`src/rtl/rename_pkg.sv`:
```
// Shared rename-stage sizing and tag/pointer/page types.
package rename_pkg;

  localparam int unsigned NUM_PHYS  = 256;
  localparam int unsigned NUM_ARCH  = 32;
  localparam int unsigned NUM_PAGES = 8;
  localparam int unsigned TAG_W     = $clog2(NUM_PHYS);
  localparam int unsigned PAGE_W    = $clog2(NUM_PAGES);

  typedef logic [TAG_W-1:0]  phys_tag_t;
  typedef logic [TAG_W:0]    fl_ptr_t;
  typedef logic [PAGE_W-1:0] page_t;

  localparam fl_ptr_t RESET_TAIL = fl_ptr_t'(NUM_PHYS - NUM_ARCH);
  localparam fl_ptr_t FULL_COUNT = fl_ptr_t'(NUM_PHYS);

endpackage

```
`src/rtl/fl_ckpt_file.sv`:
```
// Branch checkpoint storage for the free-list head pointer, one valid bit per page.
module fl_ckpt_file
  import rename_pkg::*;
(
  input  logic    clk,
  input  logic    rst,
  input  logic    save_en,
  input  page_t   save_page,
  input  fl_ptr_t save_ptr,
  input  logic    clear_en,
  input  page_t   rd_page,
  output fl_ptr_t rd_ptr,
  output logic    rd_valid
);

  fl_ptr_t               ckpt_q [NUM_PAGES];
  logic [NUM_PAGES-1:0]  valid_q;

  always_ff @(posedge clk or posedge rst) begin
    if (rst) begin
      valid_q <= '0;
      for (int unsigned i = 0; i < NUM_PAGES; i++) ckpt_q[i] <= '0;
    end else begin
      if (save_en) begin
        ckpt_q[save_page]  <= save_ptr;
        valid_q[save_page] <= 1'b1;
      end
      if (clear_en) valid_q[rd_page] <= 1'b0;
    end
  end

  assign rd_ptr   = ckpt_q[rd_page];
  assign rd_valid = valid_q[rd_page];

endmodule

```
`src/rtl/phys_free_list.sv`:
```
// Circular FIFO of free physical tags: rename pops at head, commit pushes at tail,
// branch checkpoints snapshot and restore the head pointer.
module phys_free_list
  import rename_pkg::*;
(
  input  logic             clk,
  input  logic             rst,
  input  logic             alloc_req,
  output logic             alloc_ready,
  output logic [TAG_W-1:0] alloc_tag,
  input  logic             release_valid,
  input  logic [TAG_W-1:0] release_tag,
  input  logic             save_state,
  input  logic [PAGE_W-1:0] save_page,
  input  logic             restore_state,
  input  logic [PAGE_W-1:0] restore_page,
  output logic [TAG_W:0]   free_count,
  output logic             fl_err
);

  phys_tag_t mem [NUM_PHYS];
  fl_ptr_t   head_q, tail_q, head_next, tail_next, free_count_q;
  fl_ptr_t   ckpt_ptr;
  logic      ckpt_valid;
  logic      do_pop, do_push, do_restore, do_save, tag_nonzero, is_full, err_next;

  assign alloc_ready = (free_count_q != '0);
  assign alloc_tag   = mem[head_q[TAG_W-1:0]];
  assign free_count  = free_count_q;

  always_comb begin
    tag_nonzero = release_valid && (release_tag != '0);
    is_full     = (free_count_q == FULL_COUNT);
    do_pop      = alloc_req && alloc_ready && !restore_state;
    do_push     = tag_nonzero && !is_full;
    do_restore  = restore_state && ckpt_valid;
    do_save     = save_state && !restore_state;
    err_next    = (alloc_req && !alloc_ready) || (tag_nonzero && is_full) ||
                  (restore_state && !ckpt_valid);
    head_next   = do_restore ? ckpt_ptr : head_q + fl_ptr_t'(do_pop);
    tail_next   = tail_q + fl_ptr_t'(do_push);
  end

  // Checkpoint captures the post-pop head so the saving instruction keeps its own tag.
  fl_ckpt_file u_ckpt (
    .clk       (clk),
    .rst       (rst),
    .save_en   (do_save),
    .save_page (save_page),
    .save_ptr  (head_q + fl_ptr_t'(do_pop)),
    .clear_en  (do_restore),
    .rd_page   (restore_page),
    .rd_ptr    (ckpt_ptr),
    .rd_valid  (ckpt_valid)
  );

  always_ff @(posedge clk or posedge rst) begin
    if (rst) begin
      head_q       <= '0;
      tail_q       <= RESET_TAIL;
      free_count_q <= RESET_TAIL;
      fl_err       <= 1'b0;
    end else begin
      head_q       <= head_next;
      tail_q       <= tail_next;
      free_count_q <= tail_next - head_next;
      fl_err       <= err_next;
    end
  end

  always_ff @(posedge clk or posedge rst) begin
    if (rst) begin
      for (int unsigned i = 0; i < NUM_PHYS; i++)
        mem[i] <= (i < NUM_PHYS - NUM_ARCH) ? phys_tag_t'(NUM_ARCH + i) : '0;
    end else if (do_push) begin
      mem[tail_q[TAG_W-1:0]] <= release_tag;
    end
  end

endmodule

```
`config.mk`:
```
export PLATFORM = sky130hd
export DESIGN_NAME = phys_free_list
export DESIGN_NICKNAME = d
export VERILOG_FILES = /design/src/rtl/rename_pkg.sv /design/src/rtl/fl_ckpt_file.sv /design/src/rtl/phys_free_list.sv
export SDC_FILE = /design/constraint.sdc
export NUM_CORES = 2
export LEC_CHECK = 0
export BUFFER_PORTS_ARGS = -buffer_cell sky130_fd_sc_hd__buf_4
export CAP_MARGIN = 20
export CORE_MARGIN = 2
export CORE_UTILIZATION = 41
export CTS_BUF_LIST = sky130_fd_sc_hd__clkbuf_8 sky130_fd_sc_hd__clkbuf_16
export DETAILED_ROUTE_END_ITERATION = 8
export HOLD_SLACK_MARGIN = 0.02
export PLACE_DENSITY = 0.55
export SLEW_MARGIN = 20
export SYNTH_ARGS = -nofsm -noshare
export SYNTH_HDL_FRONTEND = slang
export SYNTH_SLANG_ARGS = --single-unit
```
`constraint.sdc`:
```
create_clock -name clk -period 54.8 [get_ports clk]
set_input_delay 0 -clock clk [delete_from_list [all_inputs] [get_ports clk]]
set_output_delay 0 -clock clk [all_outputs]
set_load 0.01 [all_outputs]
```
==> results by group <==
Run status
  • Outcome: complete, no violations

Setup path
  • Reg2Reg Launch Point: head_q[2]
  • Reg2reg setup slack: 50.09 ns
  • Critical path class: register to output pin
  • Crit. End Element: output pin
  • Req. time, crit path: 54.80 ns
  • Reg2reg end: free_count[8]
  • Crit path launch: head_q[0]
  • Worst r2r path cells: 11
  • CP endpoint: alloc_tag[4]
  • Worst-path maximum fanout: 43
  • Crit path launch type: register
  • Arrival time of the worst setup path: 6.85 ns

Hold path
  • Worst hold path class: input port to register

Yosys
  • EDFF count, synth: 0
  • Ys async rst share: 1.00
  • Post-synthesis sequential area ratio: 0.547
  • Syn Inst Count: 6688
  • Distinct cells, synth: between 80 and 90
  • Top cells by count, synth: 1888 x mux2_2, 1206 x dfrtp_1, 950 x dfstp_2, 382 x mux4_2, 322 x clkbuf_1
  • Most numerous cell in the Yosys netlist: mux2_2
  • Synth Net Count: roughly 6700
  • Top FF cell, synth: dfrtp_1
  • YS warnings: 0
  • Syn Area/Cell: 15.1 um^2
  • Synth area leaders: dfrtp_1 30%, dfstp_2 25%, mux2_2 21%
  • Synth Cell Area: just over 100000 um^2
  • Seq cells post-synth: 2156
  • Yosys top cell area share: 0.300
  • Synth area leader: dfrtp_1

Power
  • Int Power: around 3.2 mW
  • Combinational power share: 0.273
  • VDD IR-drop max: 39.2 uV
  • LEAKAGE: 48.7 nW
  • Final Total Pwr: 4.81 mW
  • Pwr/cell area: about 43 nW/um^2
  • Clock share of power: 0.335
  • Psw: between 1.5 and 2 mW
  • Switch share: 0.336
  • Seq pwr share: 0.392

Cells and area
  • Filler cells: 21300
  • Final Util: 0.460
  • Nets: 6672
  • Synth-to-layout area growth: 11.3%
  • Share of post-route cells with drive strength above 1: 0.587
  • Final Non-Filler Cells: 10100

Placement
  • Dpl cells: ~9600
  • Port Buffers: 38
  • Placer Congestion: 0.833
  • DP Wirelength: 187000 um

Floorplanning
  • Die span in y: ~500 um
  • Core box area: roughly 240000 um^2
  • Cell row count: 181
  • I/O pins: 39
  • Initial Util: 0.413
  • Die footprint: 250000 um^2
  • Die width: roughly 500 um

GRT
  • Largest net degree at the start of global routing: 180
  • Antenna violations before repair: 7
  • Gr ovfl total: 0
  • First-pass GRT wire length: roughly 440000 um
  • Total GRT Usage: 0.239
  • Vias in the first global route: 61500

Clocking
  • Sink Count: 2156
  • Postcts setup bufs: 0
  • H-tree Lvls: 4
  • Clk_lat worst skew: roughly 0.89 ns
  • Clock Tree Buf Depth: 3
  • CTS tree: done
  • Clock Tree Root: clkbuf_16
  • Clock Pin Slew Worst Setup and Hold Paths: 0.06 ns
  • Num CTS Buffers: roughly 230

Job
  • Maxcap violations: 0

Detailed routing
  • DRC: 0
  • DRT iter0 DRCs: between 4000 and 5000
  • Final ANT Viol Nets: 0
  • Vias per inst: between 5 and 6
  • Via count: 58800
  • Final Routed Wirelength: 299000 um
  • TritonRoute pass-1 iters: 5
  • Wire per inst: 29.8 um

STA
  • Endpoints failing setup: 0
  • Final cycle utilization of the critical path: 0.125
  • RSZ-0062 raised after global routing: false
  • Clock Skew: 0.0427 ns
  • Final slew viol count: 0
  • Hold Violations, Final: 0
  • Period minus WS final: 6.85 ns
  • Max Fclk: 146 MHz
  • Worst-margin pin slew: 1.19 ns
  • Slew Limit Headroom: 0.188
  • Final setup TNS: 0 ns
cell type report:
type	instances	area (um^2)	area share
clock buffer	293	6630	0.0592
tap	3202	4010	0.0357
inverter	24	101	0.000904
clock inverter	146	1290	0.0115
antenna	2	5.00	0.0000447
multi-input combinational	4016	43000	0.384
sequential	2156	55200	0.492
timing repair buffer	212	1860	0.0166
layer usage:
layer / part of all wire / GRT usage / up-vias
li1: - / - / 24800
met1: 0.46 / 0.346 / 32200
met2: 0.46 / 0.371 / 1304
met3: 0.047 / 0.0367 / 423
met4: 0.032 / 0.0757 / 0
met5: 0 / 0 / -
stage by stage:
| stage | cell area, um^2 | hold WS (ns) | setup WS, ns |
|---|---|---|---|
| floorplan | 101000 | 0.117 | 25.63 |
| global placement | 104000 | 0.109 | 48.74 |
| detailed placement | 104000 | 0.114 | 48.70 |
| CTS | 112000 | 0.178 | 47.74 |
| global route | 112000 | 0.231 | 47.59 |
| finish | 112000 | 0.237 | 47.95 |
cells in the final DEF (no fill, tap or decap), drive strengths merged, types with 6 or more instances in the layout:
| cell type | count |
|---|---|
| a2111oi | 11 |
| a211oi | 23 |
| a21oi | 113 |
| a221oi | 18 |
| a22o | 9 |
| a22oi | 48 |
| a31oi | 10 |
| and2 | 14 |
| buf | 182 |
| bufinv | 18 |
| clkbuf | 293 |
| clkinv | 52 |
| clkinvlp | 11 |
| dfrtp | 1206 |
| dfstp | 950 |
| dlygate4sd3 | 30 |
| ha | 12 |
| inv | 89 |
| mux2 | 2082 |
| mux2i | 290 |
| mux4 | 400 |
| nand2 | 179 |
| nand2b | 13 |
| nand3 | 29 |
| nand4 | 7 |
| nor2 | 332 |
| nor2b | 22 |
| nor3 | 46 |
| nor3b | 8 |
| nor4 | 23 |
| o2111ai | 6 |
| o211ai | 12 |
| o21ai | 74 |
| o221ai | 77 |
| o22ai | 75 |
| xnor2 | 12 |
| xor2 | 10 |
logic make-up (layout without fill, tap and decap cells):
group	after synthesis	in the layout	synth area share
XOR/XNOR	22	22	0.00191
buffers and inverters	516	675	0.0265
flip-flops	2156	2156	0.547
adder cells (fa/ha/maj)	13	13	0.00169
AO/OA/AOI/OAI	509	509	0.0344
other	0	2	0
AND/OR/NAND/NOR	700	700	0.0363
multiplexers	2772	2772	0.352
power by group through the flow:
stage	Clock [mW]	Sequential, mW	Combinational (mW)
3_3_place_gp	0	1.90	1.30
5_1_grt	1.71	1.91	1.38
2_1_floorplan	0	1.88	0.865
4_1_cts	1.65	1.89	1.32
3_5_place_dp	0	1.91	1.31
6_report	1.61	1.89	1.31
critical path, stage by stage, from the launching register on:
cell and delay, ns:
dfrtp_4 0.80, buf_4 0.70, buf_4 0.65, buf_4 0.75
mux2i_1 0.20, o221ai_2 0.21, o22ai_1 0.16, a2111o_1 0.54
a2111oi_2 0.59, nand4_1 0.54, nor4_2 0.54, buf_4 0.21
registers in the layout, indices dropped and copies added (netlist names):
signal          count
free_count          9
tail_q              9
u_ckpt.valid_q      8
u_ckpt.ckpt_q      72
mem              2048
fl_err              1
head_q              9
timing repair:
item,in CTS,in global routing
hold endpoints to repair,903,0
resized for setup,0,0
hold buffers,30,0
how the worst min path moves through the flow:
| stage | start | endpoint | slack, ns | cells after the start |
|---|---|---|---|---|
| global route | release_tag[6] | mem[1702] | 0.23 | 3 |
| global placement | rst | mem[802] | 0.11 | 2 |
| floorplan | restore_state | fl_err | 0.12 | 2 |
| finish | release_tag[6] | mem[1710] | 0.24 | 3 |
| CTS | save_page[1] | u_ckpt.ckpt_q[21] | 0.18 | 6 |
| detailed placement | rst | mem[818] | 0.11 | 2 |
Power figures use the tool's default switching activity.
